## src/rtl/vslc_scan_sequencer.sv

```systemverilog
// Scan-cycle sequencer: latches inputs, steps the core through the program,
// latches outputs, then paces the next scan to a fixed period.
module vslc_scan_sequencer #(
   parameter int ADDR_W   = 4,
   parameter int PERIOD_W = 16
) (
   input  logic                clk,
   input  logic                rst_n,
   input  logic                ena,
   input  logic                run,
   input  logic [ADDR_W-1:0]   prog_len,
   input  logic [PERIOD_W-1:0] period,
   input  logic                core_ready,
   output logic [ADDR_W-1:0]   addr,
   output logic                addr_strobe,
   output logic                in_latch,
   output logic                out_latch,
   output logic                scan_cycle_clk,
   output logic                overrun,
   output logic                busy
);

   typedef enum logic [2:0] {
      S_IDLE, S_LATCH_IN, S_EXEC, S_LATCH_OUT, S_WAIT
   } state_t;

   state_t              state, state_nx;
   logic [ADDR_W-1:0]   len_sh, addr_nx;
   logic [PERIOD_W-1:0] per_sh, pcnt, pcnt_nx;
   logic [PERIOD_W:0]   pinc;
   logic                stop, stop_nx, ov_nx, strobe_nx;

   always_comb begin
      state_nx  = state;
      addr_nx   = addr;
      strobe_nx = 1'b0;
      ov_nx     = overrun;
      stop_nx   = stop;
      pcnt_nx   = pcnt;
      // one bit wider than the counter so the period compare never wraps
      pinc      = {1'b0, pcnt} + (PERIOD_W+1)'(1);

      // a run drop seen anywhere mid-scan is remembered until the scan ends
      if (state != S_IDLE && !run) stop_nx = 1'b1;

      case (state)
         S_IDLE: begin
            if (run) begin
               state_nx = S_LATCH_IN;
               ov_nx    = 1'b0;
            end
         end
         S_LATCH_IN: begin
            state_nx  = S_EXEC;
            addr_nx   = '0;
            strobe_nx = 1'b1;
         end
         S_EXEC: begin
            if (core_ready) begin
               if (addr < len_sh) begin
                  addr_nx   = addr + ADDR_W'(1);
                  strobe_nx = 1'b1;
               end else begin
                  state_nx = S_LATCH_OUT;
               end
            end
         end
         S_LATCH_OUT: begin
            if (per_sh != '0 && pinc > {1'b0, per_sh}) ov_nx = 1'b1;
            if (stop_nx)
               state_nx = S_IDLE;
            else if (per_sh == '0 || pinc >= {1'b0, per_sh})
               state_nx = S_LATCH_IN;
            else
               state_nx = S_WAIT;
         end
         S_WAIT: begin
            if (stop_nx)
               state_nx = S_IDLE;
            else if (pinc >= {1'b0, per_sh})
               state_nx = S_LATCH_IN;
         end
         default: state_nx = S_IDLE;
      endcase

      if (state_nx == S_IDLE || state_nx == S_LATCH_IN) stop_nx = 1'b0;

      if (state_nx == S_LATCH_IN)
         pcnt_nx = '0;
      else if (state != S_IDLE && pcnt != '1)
         pcnt_nx = pcnt + PERIOD_W'(1);
   end

   always_ff @(posedge clk) begin
      if (!rst_n) begin
         state          <= S_IDLE;
         addr           <= '0;
         pcnt           <= '0;
         len_sh         <= '0;
         per_sh         <= '0;
         stop           <= 1'b0;
         addr_strobe    <= 1'b0;
         in_latch       <= 1'b0;
         out_latch      <= 1'b0;
         scan_cycle_clk <= 1'b0;
         overrun        <= 1'b0;
         busy           <= 1'b0;
      end else if (ena) begin
         state          <= state_nx;
         addr           <= addr_nx;
         pcnt           <= pcnt_nx;
         stop           <= stop_nx;
         overrun        <= ov_nx;
         addr_strobe    <= strobe_nx;
         in_latch       <= (state_nx == S_LATCH_IN);
         out_latch      <= (state_nx == S_LATCH_OUT);
         scan_cycle_clk <= (state_nx == S_LATCH_IN) || (state_nx == S_EXEC);
         busy           <= (state_nx != S_IDLE);
         if (state_nx == S_LATCH_IN) begin
            len_sh <= prog_len;
            per_sh <= period;
         end
      end else begin
         // frozen: pulses drop and are not replayed later
         addr_strobe <= 1'b0;
         in_latch    <= 1'b0;
         out_latch   <= 1'b0;
      end
   end

endmodule

```

## config.mk

```make
export PLATFORM = sky130hd
export DESIGN_NAME = vslc_scan_sequencer
export DESIGN_NICKNAME = d
export VERILOG_FILES = /design/src/rtl/vslc_scan_sequencer.sv
export SDC_FILE = /design/constraint.sdc
export NUM_CORES = 1
export LEC_CHECK = 0
export ABC_AREA = 1
export BUFFER_PORTS_ARGS = -buffer_cell sky130_fd_sc_hd__buf_2
export CORE_ASPECT_RATIO = 1.2
export CORE_MARGIN = 4
export CORE_UTILIZATION = 51
export CTS_CLUSTER_DIAMETER = 200
export DETAILED_ROUTE_END_ITERATION = 10
export HOLD_SLACK_MARGIN = 0.15
export PLACE_DENSITY = 0.71
export SYNTH_ARGS = -nofsm -noshare
export SYNTH_HDL_FRONTEND = slang
export SYNTH_SLANG_ARGS = --single-unit
```

## constraint.sdc

```tcl
create_clock -name clk -period 8.2 [get_ports clk]
set_input_delay 1.23 -clock clk [delete_from_list [all_inputs] [get_ports clk]]
set_output_delay 1.23 -clock clk [all_outputs]
set_load 0.02 [all_outputs]
```

### After elaboration in Yosys (flattened, before gate mapping)

Cells that the tools add are included.

| operators by class | value |
|---|---|
| reductions and logical operators | 21 |
| order comparisons | 3 |
| $add $sub $neg | 3 |
| mux-type cells | 21 |
| equality and inequality tests | 12 |

Operator list:

| operator | number |
|---|---|
| 16-bit two-way mux | 2 |
| 3-bit two-way mux | 7 |
| 16-bit by 1-bit adder with 17-bit output (second input constant) | 1 |
| 17-bit by 16-bit >= comparator with 1-bit output | 1 |
| 17-bit by 16-bit > comparator with 1-bit output | 1 |
| 16-bit by 1-bit adder with 16-bit output (second input constant) | 1 |
| 16-bit zero test | 1 |
| 16-bit != test (second input constant) | 1 |
| 16-bit nonzero test | 1 |
| 3-bit case mux with 5 select lines | 1 |
| 3-bit by 2-bit == test with 1-bit output (second input constant) | 4 |
| 4-bit two-way mux | 2 |
| 2-bit != test (second input constant) | 4 |
| 4-bit case mux with 2 select lines | 1 |
| 4-bit AND reduction | 2 |
| 3-bit by 1-bit == test with 1-bit output (second input constant) | 2 |
| 3-bit zero test | 2 |
| 1-bit two-way mux | 6 |
| 2-bit AND reduction | 3 |
| 2-bit nonzero test | 3 |
| 3-bit nonzero test | 2 |
| 4-bit by 1-bit adder with 4-bit output (second input constant) | 1 |
| 4-bit < comparator | 1 |
| 1-bit case mux with 2 select lines | 2 |
| 4 further kinds | 8 |

| word-level totals | value |
|---|---|
| output and inout port bits | 10 |
| word-level logic and storage cells | 72 |
| input port bits | 25 |
| register bits after elaboration | 50 |

### Logic depth before layout (Yosys ltp)

Gate-level depths: netlist of the first run.

| logic depth | value |
|---|---|
| word-level depth | 9 |
| gate-level depth with buffers | 23 |

### Least setup slack after synthesis of the first run

No wires, ideal clock.

| path | value |
|---|---|
| path type | register to register |
| start point | register pcnt[0] |
| end point | register pcnt[12] |
| setup time | 0.113 ns |
| required time | 8.087 ns |
| cell stages (with the launch flop) | 24 |
| arrival | 2.684 ns |
| slack | 5.403 ns |
| cell sequence | dfxtp_1 > ha_1 > nand3_2 > inv_2 > nand2_2 > nor2_1 > nand2_1 > xor2_1 > inv_1 > ha_1 > nand2_1 > inv_1 > nand3_1 > nor3_1 > nand4_1 > nand3_2 > nand2_2 > nand2_2 > buf_6 > nand2_8 > nand2_2 > nand2_4 > nor2_1 > nor2_1 |

| between the ends | value |
|---|---|
| longest elaborated chain between the ends | 9 |
| elaborated cells on any way between the ends | 16 |
| classes of those cells | add/sub (2); order compare (1); eq/ne (2); mux (7); reduce/logical (4) |

RTL lines:

| item | RTL line | text |
|---|---|---|
| start: declaration | 29 | `logic [PERIOD_W-1:0] per_sh, pcnt, pcnt_nx;` |
| start signal: assignment | 111 | `pcnt <= pcnt_nx;` |
| 16-bit by 1-bit adder with 17-bit output | 41 | `pinc = {1'b0, pcnt} + (PERIOD_W+1)'(1);` |
| 17-bit by 16-bit >= comparator with 1-bit output | 72, 80 |  |
| 1-bit logical OR | 72 | `else if (per_sh == '0 \|\| pinc >= {1'b0, per_sh})` |
| 3-bit two-way mux | 72 |  |
| 3-bit two-way mux | 70 | `if (stop_nx)` |
| 3-bit case mux with 5 select lines | 46 | `case (state)` |
| 3-bit by 1-bit == test with 1-bit output | 88 | `if (state_nx == S_LATCH_IN)` |
| 2-bit nonzero test (no source line) | n/a |  |
| 2-bit AND reduction (no source line) | n/a |  |

Parallel ways exist; a longest one is shown, timed or not. The select of a mux whose other input is x is not followed.
A chain may end at the register's enable or synchronous reset.

### Final worst setup path of the first run

| path | value |
|---|---|
| start point | register pcnt[0] |
| end point | register pcnt[10] |

Same word-level chain as after synthesis.

==> flow_metrics.py, run 1 <==
metrics = {
    "synthesis": {
        "ys_async_sr_fraction": 0,
        "synth_area_leaders": "dfxtp_1 (32%), nand2_1 (13%), nor2_1 (11%), ha_1 (8.5%), inv_1 (7.1%)",
        "synthesis.area_mm2": 0.00311,
        "synthFlopType": "dfxtp_1",
        "synth_top_area_frac": 0.322,
        "ys_top_cells_by_count": "nand2_1 (104), nor2_1 (89), inv_1 (59)",
        "ys_types": 38,
        "syn_avg_cell_area_um2": 6.70,
        "yosysMostFrequentCell": "nand2_1",
        "yosysWarnings": 0,
        "synth-seq-cells": 50,
        "synth-edff-count": 0,
        "syn-num-nets": 510,
        "yosysTopAreaCell": "dfxtp_1",
        "synthCells": 464,
        "ys_seq_area_frac": 0.322,
    },
    "worst_setup_path": {
        "path_max_fanout": 55,
        "crit_type": "reg2reg",
        "worstPathRequired_ps": 8450,
        "path_buf_inv": 3,
        "cp_slowest_cell": "nand3_4",
        "start_kind": "register",
        "cp_common_cell": "nor2_1",
        "crit_chain": "ha_1, nand3_2, inv_2, nand2_2, nor2_1, nand2_1, xor2_1, inv_1, ha_1, nand2_1, nor2_1, inv_1, nor2_1, nand3_2, nand3_2, nand2_2, nand2_2, nand3_4, nand3b_1, nand2_1, nor2_1",
        "endpoint_kind": "register",
        "critPathArrivalTime_ps": 4070,
        "worst_path_dominant_cell_family": "simple AND/OR/NAND/NOR gates",
        "cpPeakStageDelay_ps": 520,
    },
    "die": {
        "num_rows": 30,
        "fp.dieH_um": 93.5,
        "die_area_mm2": 0.00741,
        "initial_core_util": 0.538,
        "fp.dieW_um": 79.3,
        "core_area_mm2": 0.00578,
        "io_pins": 35,
    },
    "global_route": {
        "grt_max_degree": 56,
        "grt_usage": 0.196,
        "antenna_found_initial": 0,
        "grt_overflow": 0,
        "grt_pass1_vias": 2702,
        "grt_pass1_wl_um": 11800,
    },
    "sta": {
        "fin_skew_ps": 4.86,
        "finalHoldViolations": 0,
        "clock.fmax_ghz": 0.262,
        "rsz0062_at_grt": "false",
        "slew-limit-headroom": 0.550,
        "fin_hold_ws_ps": 462,
        "tightestPinTransition_ps": 675,
        "post-route-period-util": 0.466,
        "finalSetupTns_ps": 0,
        "finalSetupViolCount": 0,
        "finalMaxSlewViolations": 0,
        "min_period_ps": 3820,
    },
    "cells_and_area": {
        "final_nets": 538,
        "num-fill-cells": 587,
        "seq_area_mm2": 0.00100,
        "area_growth_pct": 9.98,
        "multi_input_area_mm2": 0.00180,
        "drive_gt1_frac": 0.132,
        "finish.utilization": 0.591,
        "diodes": 0,
        "postLayoutCellArea_mm2": 0.00342,
    },
    "min_path": {
        "min_path_type": "reg2reg",
    },
    "pwr": {
        "power_density_mw_per_mm2": 183,
        "power.leakage_nw": 1.79,
        "total_power_mw": 0.625,
        "ir_drop_mv": 0.0978,
    },
    "placed_design": {
        "port_buffers": 34,
        "dpl-instance-area_mm2": 0.00331,
        "place_hpwl_um": 5000,
        "globalplace.congestion": 0.930,
    },
    "clock_network": {
        "clk_pin_slew_ps": 90,
        "clock_latency_ps": 300,
        "cts_setup_buffers": 0,
        "cts_root_buf": "clkbuf_8",
        "cts_resized": 0,
        "cts_hold_buf": 0,
        "cts_made_buffers": 5,
        "htreeDepth": 2,
        "clock_path_buffers": 2,
        "cts_tree": "done",
        "clock_sinks": 50,
    },
    "routing": {
        "via_per_inst": 4.91,
        "first_iter_violations": 147,
        "drc": 0,
        "drtAntennaViolNets": 0,
        "wl_per_cell_um": 11.9,
        "routed_wl_um": 6810,
        "first_pass_iters": 4,
        "dr_total_vias": 2813,
    },
    "status": {
        "outcome": "complete, no violations",
    },
    "job": {
        "drv_cap": 0,
    },
}
-- routing by layer --
layer / vias to the layer above / part of all wire / track usage
met1: 1242 / 0.46 / 0.251
met5: - / 0 / 0
li1: 1506 / - / -
met3: 9 / 0.050 / 0.0376
met4: 0 / 0.015 / 0.0587
met2: 56 / 0.47 / 0.333
-- registers in the layout (all words and copies together), names as in the netlist --
register and flops:
out_latch 1, overrun 1, len_sh 4, per_sh 16, stop 1, addr 4
scan_cycle_clk 1, busy 1, in_latch 1, state 3, addr_strobe 1, pcnt 16
-- final timing paths --
path                                               endpoint  slack, ps  depth (start not counted)                   startpoint
worst max register to register        pcnt[10]$_SDFFE_PN0P_       4380                         21         pcnt[0]$_SDFFE_PN0P_
worst min register to register  scan_cycle_clk$_SDFFE_PN0P_        460                          2  scan_cycle_clk$_SDFFE_PN0P_
worst min-delay path            scan_cycle_clk$_SDFFE_PN0P_        460                          2  scan_cycle_clk$_SDFFE_PN0P_
worst max-delay path                  pcnt[10]$_SDFFE_PN0P_       4380                         21         pcnt[0]$_SDFFE_PN0P_
-- where the power goes --
group	switching (mW)	total, mW	leakage [nW]	internal (mW)
Sequential	0.0102	0.273	0.409	0.263
Clock	0.0817	0.159	0.0544	0.0774
Combinational	0.126	0.193	1.33	0.0676
Total	0.217	0.625	1.79	0.408
-- logic make-up (layout without fill, tap and decap cells) --
logic type / count (synthesis) / after routing / synth area share
AOI/OAI and AO/OA: 45 / 45 / 0.0837
xor gates and xnor gates: 14 / 14 / 0.0395
adders and majority gates: 21 / 21 / 0.0845
buffers and inverters: 76 / 105 / 0.0982
DFF: 50 / 50 / 0.322
and+or+nand+nor: 258 / 258 / 0.372
-- worst reg2reg max path: stages, from the launching register on --
cell	delay, ps
dfxtp_1	420
ha_1	230
nand3_2	140
inv_2	80
nand2_2	80
nor2_1	250
nand2_1	120
xor2_1	180
inv_1	70
ha_1	290
nand2_1	70
nor2_1	150
inv_1	60
nor2_1	130
nand3_2	100
nand3_2	90
nand2_2	60
nand2_2	250
nand3_4	520
nand3b_1	290
nand2_1	70
nor2_1	100
-- cell usage in the layout (no fill, tap or decap), types with 2 or more instances in the layout --
| master | synthesis | final |
|---|---|---|
| a21boi_0 | 7 | 7 |
| a21oi_1 | 20 | 20 |
| a31oi_1 | 2 | 2 |
| buf_2 | 4 | 34 |
| clkbuf_8 | 0 | 7 |
| dfxtp_1 | 50 | 50 |
| ha_1 | 21 | 21 |
| inv_1 | 59 | 59 |
| inv_2 | 3 | 3 |
| nand2_1 | 104 | 104 |
| nand2_2 | 7 | 7 |
| nand3_1 | 28 | 28 |
| nand3_2 | 3 | 3 |
| nand3b_1 | 4 | 4 |
| nand4_1 | 8 | 8 |
| nor2_1 | 89 | 89 |
| nor2_4 | 2 | 2 |
| nor3_1 | 3 | 3 |
| nor3_2 | 2 | 2 |
| o21ai_0 | 8 | 8 |
| o21ai_1 | 3 | 3 |
| o21bai_1 | 2 | 2 |
| xor2_1 | 13 | 13 |
-- final cells by class --
type,instances,area share
clock buffers,7,0.0282
clock inverters,1,0.00256
inverters,62,0.0681
multi-input cells,338,0.527
flip-flops and latches,50,0.293
well taps,80,0.0293
repair buffers,35,0.0520
-- through the flow --
| step | setup WS (ps) | std cells |
|---|---|---|
| 4_1_cts | 4400 | 573 |
| 5_1_grt | 3960 | 573 |
| 2_1_floorplan | 5400 | 464 |
| 3_5_place_dp | 4450 | 565 |
| 3_3_place_gp | 4490 | 565 |
| 6_report | 4380 | 573 |
No activity file was read; power rests on OpenSTA's default activity.
==> inputs of run 2 (changes only) <==
==> constraint.sdc (replaced) <==
create_clock -name clk -period 3.6 [get_ports clk]
set_input_delay 0.54 -clock clk [delete_from_list [all_inputs] [get_ports clk]]
set_output_delay 0.54 -clock clk [all_outputs]
set_load 0.02 [all_outputs]
==> run 2 against run 1 <==
  * First-iteration DRC count grew 7.5%
  * Clock-buffer cell count decreased by 2
  * Routed wire length is 1.9% higher
  * Combinational power up 130%
  * Register-to-register slack got worse by 4000 ps
  * Global-route usage up 0.44 points
  * Sequential power is 130% higher
  * Sequential cell count did not move
  * Largest power group unchanged
==> flow_metrics.py, run 2 (synthesized netlist as in run 1, its figures left out) <==
metrics = {
    "status": {
        "outcome": "complete, no violations",
    },
    "global_route": {
        "grt_pass1_vias": 2601,
        "grt_usage": 0.201,
        "busiest_layer": "met2",
        "grt_overflow": 0,
        "grt_max_degree": 56,
        "use_met3": 0.0385,
        "grt_util_met1": 0.274,
        "antenna_found_initial": 0,
        "met2_usage": 0.315,
        "grt_pass1_wl_um": 12100,
    },
    "worst_setup_path": {
        "start_kind": "register",
        "crit_type": "reg2reg",
        "timing.rr.start": "pcnt[0]$_SDFFE_PN0P_",
        "r2r_cells": 23,
        "endpoint_kind": "register",
        "critPathArrivalTime_ps": 3470,
        "r2r_setup_slack_ps": 340,
        "worstPathRequired_ps": 3800,
        "path_max_fanout": 55,
        "rr_endpoint": "pcnt[7]$_SDFFE_PN0P_",
    },
    "die": {
        "fp.dieW_um": 79.3,
        "io_pins": 35,
        "num_rows": 30,
        "initial_core_util": 0.538,
        "fp.dieH_um": 93.5,
        "die_area_mm2": 0.00741,
        "core_area_mm2": 0.00578,
    },
    "routing": {
        "wl_per_cell_um": 12.1,
        "routed_wl_um": 6940,
        "dr_total_vias": 2876,
        "first_pass_iters": 4,
        "drtAntennaViolNets": 0,
        "drc": 0,
        "via_per_inst": 5.01,
        "first_iter_violations": 158,
    },
    "clock_network": {
        "htreeDepth": 2,
        "clock_latency_ps": 300,
        "cts_resized": 0,
        "cts_made_buffers": 5,
        "cts_setup_buffers": 0,
        "cts_hold_buf": 0,
        "clk_pin_slew_ps": 100,
        "clock_sinks": 50,
        "cts_tree": "done",
        "clock_path_buffers": 2,
        "cts_root_buf": "clkbuf_8",
    },
    "pwr": {
        "power_density_mw_per_mm2": 443,
        "p_int_mw": 1.04,
        "switchingPower_mw": 0.509,
        "pwr-share-comb": 0.292,
        "power_frac_seq": 0.402,
        "swShare": 0.329,
        "power.share.clock": 0.306,
        "power.leakage_nw": 1.82,
        "ir_drop_mv": 0.213,
    },
    "cells_and_area": {
        "final_cell_mix": "nand2_1 (104), nor2_1 (88), inv_1 (59)",
        "final_common_cell": "nand2_1",
        "diodes": 0,
        "fin_cells": 574,
        "largest_registers": "pcnt: 16 flops, per_sh: 16 flops",
        "drive_gt1_frac": 0.138,
        "final_nets": 539,
        "area_growth_pct": 12.2,
    },
    "placed_design": {
        "port_buffers": 34,
        "place_hpwl_um": 5030,
        "dp_cells": 566,
        "globalplace.congestion": 0.893,
    },
    "sta": {
        "clock.fmax_ghz": 0.307,
        "min_period_ps": 3260,
        "post-route-period-util": 0.906,
        "fin_skew_ps": 10.9,
        "finalSetupViolCount": 0,
        "tightestPinTransition_ps": 1230,
        "rsz0062_at_grt": "false",
        "slew-limit-headroom": 0.177,
        "finalMaxSlewViolations": 0,
        "finalSetupTns_ps": 0,
        "finalHoldViolations": 0,
    },
    "min_path": {
        "whs_path_depth": 3,
        "hp-start": "period[9]",
        "min_path_type": "in2reg",
        "whs_endpoint": "per_sh[9]$_SDFFE_PN0P_",
    },
    "job": {
        "drv_cap": 0,
    },
}
[run 2: cell count changes in the layout (fill, tap and decap cells not counted), sizes merged]
cell,change
buf,+1
bufinv,+2
clkbuf,-2
[run 2: critical path, cell delays in order (launching register included)]
cell,delay (ps)
dfxtp_2,370
ha_1,210
nand3_2,150
inv_2,80
nand2_2,90
nor2_2,180
nand2_1,90
xor2_1,170
inv_1,60
ha_1,290
nand2_1,80
inv_1,50
nand3_1,50
nor3_1,180
nand4_1,160
nand3_2,120
nand2_2,100
nand2_8,130
nand3_4,80
buf_12,230
nand2_1,110
nand2_1,60
nand2_1,50
nor2_1,40
[run 2: metrics by stage]
step | util | setup WS, ps | hold slack, ps | area, um^2 | power (mW)
3_5_place_dp | 0.577 | 184 | 453 | 3330 | 1.08
6_report | 0.603 | 337 | 448 | 3490 | 1.55
3_3_place_gp | 0.577 | 235 | 453 | 3330 | 1.07
4_1_cts | 0.600 | 125 | 443 | 3470 | 1.55
2_1_floorplan | - | 803 | 476 | 3110 | 0.972
5_1_grt | 0.603 | 18.5 | 462 | 3490 | 1.65
[run 2: power by group through the flow]
stage,combinational (mW),sequential (mW),clock [mW]
after global placement,0.434,0.633,0
after detailed placement,0.443,0.633,0
after CTS,0.447,0.621,0.481
final,0.451,0.621,0.473
after floorplan,0.339,0.633,0
after global routing,0.521,0.627,0.505
[run 2: how the worst max path moves through the flow]
| stage | endpoint | from | slack [ps] | depth (start not counted) |
|---|---|---|---|---|
| global route | pcnt[10]$_SDFFE_PN0P_ | pcnt[2]$_SDFFE_PN0P_ | 20 | 20 |
| finish | pcnt[7]$_SDFFE_PN0P_ | pcnt[0]$_SDFFE_PN0P_ | 340 | 23 |
| global placement | pcnt[7]$_SDFFE_PN0P_ | pcnt[0]$_SDFFE_PN0P_ | 230 | 23 |
| floorplan | pcnt[12]$_SDFFE_PN0P_ | pcnt[0]$_SDFFE_PN0P_ | 800 | 23 |
| detailed placement | pcnt[7]$_SDFFE_PN0P_ | pcnt[0]$_SDFFE_PN0P_ | 180 | 23 |
| CTS | pcnt[7]$_SDFFE_PN0P_ | pcnt[0]$_SDFFE_PN0P_ | 120 | 23 |
[run 2: area by class of cell]
cell class                      instances  area, um^2
Inverter                               62         233
Clock buffer                            5        68.8
Clock inverter                          3        68.8
Fill cell                             603        2290
Tap cell                               80         100
Timing Repair Buffer                   36         198
Multi-Input combinational cell        338        1820
Sequential cell                        50        1000
[run 2: routing by layer]
| layer | vias to the layer above | routed length (um) |
|---|---|---|
| met4 | 0 | 129 |
| li1 | 1509 | - |
| met1 | 1275 | 3190 |
| met5 | - | 0 |
| met2 | 77 | 3240 |
| met3 | 15 | 391 |
==> inputs of run 3 (changes only) <==
--- a/config.mk
+++ b/config.mk
@@ -13,6 +13,7 @@
 export CTS_CLUSTER_DIAMETER = 200
 export DETAILED_ROUTE_END_ITERATION = 10
 export HOLD_SLACK_MARGIN = 0.15
+export MAX_ROUTING_LAYER = met4
 export PLACE_DENSITY = 0.71
 export SYNTH_ARGS = -nofsm -noshare
 export SYNTH_HDL_FRONTEND = slang
==> run 3 against run 2 <==
  * Combinational power rose by 1%
  * Largest cell class unchanged
  * Sequential share of layout area rose by 0.15 points
  * Clock skew fell by 3.5 ps
  * Total power fell by 4.0%
  * Register-to-register slack got worse by 20 ps
  * Clock-buffer cell count rose by 1
  * Hold slack improved by 4.8 ps
  * Cell area fell by 0.50%
  * Critical path type unchanged
  * Core utilization fell by 0.30 points
  * Cell count did not move
==> flow_metrics.py, run 3 (synthesized netlist as in run 1, its figures left out) <==
metrics = {
    "status": {
        "outcome": "complete, no violations",
    },
    "routing": {
        "routed_wl_um": 7010,
        "first_pass_iters": 4,
        "via_per_inst": 5.00,
        "drtAntennaViolNets": 0,
        "wl_per_cell_um": 12.2,
        "first_iter_violations": 162,
        "dr_total_vias": 2870,
        "drc": 0,
    },
    "clock_network": {
        "cts_made_buffers": 5,
        "clock_latency_ps": 300,
        "cts_hold_buf": 0,
        "clk_pin_slew_ps": 90,
        "cts_tree": "done",
        "cts_setup_buffers": 0,
        "htreeDepth": 2,
        "cts_root_buf": "clkbuf_8",
        "clock_sinks": 50,
        "clock_path_buffers": 2,
    },
    "cells_and_area": {
        "largest_registers": "pcnt: 16 flops, per_sh: 16 flops",
        "finish.utilization": 0.600,
        "final_nets": 540,
        "area_growth_pct": 11.7,
        "final_common_cell": "nand2_1",
        "diodes": 0,
        "drive_gt1_frac": 0.138,
        "final_cell_mix": "nand2_1 (104), nor2_1 (88), inv_1 (59)",
    },
    "sta": {
        "clock.fmax_ghz": 0.304,
        "finalSetupTns_ps": 0,
        "finalMaxSlewViolations": 0,
        "fin_ws_ps": 315,
        "fin_hold_ws_ps": 452,
        "fin_skew_ps": 7.40,
        "tightestPinTransition_ps": 684,
        "rsz0062_at_grt": "false",
        "slew-limit-headroom": 0.544,
        "finalSetupViolCount": 0,
        "min_period_ps": 3280,
        "finalHoldViolations": 0,
        "post-route-period-util": 0.912,
    },
    "placed_design": {
        "place_hpwl_um": 4970,
        "pre_cts_slack_ps": 206,
        "port_buffers": 34,
        "globalplace.congestion": 0.917,
    },
    "pwr": {
        "switchingPower_mw": 0.501,
        "p_int_mw": 0.982,
        "ir_drop_mv": 0.220,
        "pwr-share-comb": 0.308,
        "power_density_mw_per_mm2": 427,
        "total_power_mw": 1.48,
        "power.share.clock": 0.273,
        "power_frac_seq": 0.419,
        "swShare": 0.338,
        "power.leakage_nw": 1.82,
    },
    "global_route": {
        "grt_overflow": 0,
        "grt_usage": 0.209,
        "grt_pass1_vias": 2696,
        "grt_pass1_wl_um": 12200,
        "antenna_found_initial": 0,
        "grt_max_degree": 56,
    },
    "die": {
        "io_pins": 35,
        "core_area_mm2": 0.00578,
        "die_area_mm2": 0.00741,
        "initial_core_util": 0.538,
        "num_rows": 30,
        "fp.dieW_um": 79.3,
        "fp.dieH_um": 93.5,
    },
    "worst_setup_path": {
        "path_max_fanout": 55,
        "r2r_setup_slack_ps": 320,
        "timing.rr.start": "pcnt[2]$_SDFFE_PN0P_",
        "rr_endpoint": "pcnt[7]$_SDFFE_PN0P_",
        "worst_path_dominant_cell_family": "simple AND/OR/NAND/NOR gates",
        "r2r_cells": 21,
        "path_depth": 21,
        "crit_chain": "nand2_1, nor2_1, nand2_1, nor2_1, a31oi_1, a31oi_1, ha_1, nand2_1, a21oi_1, nor2_1, nand3_1, nand3_2, nand3_2, nand2_2, nand2_8, nand3_4, buf_12, nand2_1, nand2_1, nand2_1, nor2_1",
        "worstPathRequired_ps": 3840,
        "endpoint_kind": "register",
        "critPathLaunch": "pcnt[2]$_SDFFE_PN0P_",
        "crit_type": "reg2reg",
        "start_kind": "register",
        "critPathArrivalTime_ps": 3520,
        "path_buf_inv": 1,
        "cpPeakStageDelay_ps": 410,
        "cp_common_cell": "nand2_1",
        "crit_path_end": "pcnt[7]$_SDFFE_PN0P_",
        "cp_slowest_cell": "dfxtp_1",
    },
    "min_path": {
        "min_path_type": "in2reg",
    },
    "job": {
        "drv_cap": 0,
    },
}
-- run 3: changes by cell type in the layout (fill, tap and decap cells not counted), sizes merged --
cell,before,now
clkinv,1,0
clkbuf,5,6
bufinv,2,1
buf,36,37
-- run 3: final cells by class --
cell class	instances	area, um^2
clock buffer	6	82.6
clock inverter	1	30.0
fill	590	2310
inverter	62	233
multi-input combinational	338	1820
sequential	50	1000
tap	80	100
timing repair buffer	37	205
-- run 3: power by group through the flow --
stage / registers, mW / logic, mW / clock network [mW]
6_report: 0.622 / 0.456 / 0.405
5_1_grt: 0.627 / 0.528 / 0.435
4_1_cts: 0.621 / 0.448 / 0.417
3_5_place_dp: 0.633 / 0.445 / 0
3_3_place_gp: 0.633 / 0.437 / 0
2_1_floorplan: 0.633 / 0.339 / 0
-- run 3: repair_timing --
item | 4_1_cts | 5_1_grt
endpoints found under the setup margin | 0 | 36
endpoints found under the hold margin | 0 | 0
resized for setup | 0 | 4
-- run 3: worst min path at each step --
stage	startpoint	endpoint	slack, ps	cells past startpoint
2_1_floorplan	pcnt[7]$_SDFFE_PN0P_	pcnt[7]$_SDFFE_PN0P_	480	2
5_1_grt	period[11]	per_sh[11]$_SDFFE_PN0P_	450	3
4_1_cts	period[11]	per_sh[11]$_SDFFE_PN0P_	450	3
3_3_place_gp	scan_cycle_clk$_SDFFE_PN0P_	scan_cycle_clk$_SDFFE_PN0P_	450	2
6_report	period[11]	per_sh[11]$_SDFFE_PN0P_	450	3
3_5_place_dp	scan_cycle_clk$_SDFFE_PN0P_	scan_cycle_clk$_SDFFE_PN0P_	450	2
-- run 3: routing by layer --
layer | routed length, um | vias up | GRT usage
li1 | - | 1509 | -
met2 | 3170 | 69 | 0.331
met5 | 0 | - | -
met1 | 3420 | 1279 | 0.272
met4 | 153 | 0 | 0.0731
met3 | 264 | 13 | 0.0337
-- run 3: metrics by stage --
stage / area (um^2) / cells
2_1_floorplan: 3110 / 464
3_3_place_gp: 3340 / 567
3_5_place_dp: 3340 / 567
4_1_cts: 3450 / 574
5_1_grt: 3470 / 574
6_report: 3470 / 574
-- run 3: worst register-to-register path, stage by stage, from the launching register on --
cell and delay [ps]:
dfxtp_1 410, nand2_1 70, nor2_1 180, nand2_1 100, nor2_1 160, a31oi_1 100
a31oi_1 280, ha_1 300, nand2_1 120, a21oi_1 60, nor2_1 140, nand3_1 140
nand3_2 100, nand3_2 90, nand2_2 130, nand2_8 110, nand3_4 100, buf_12 230
nand2_1 140, nand2_1 80, nand2_1 60, nor2_1 120
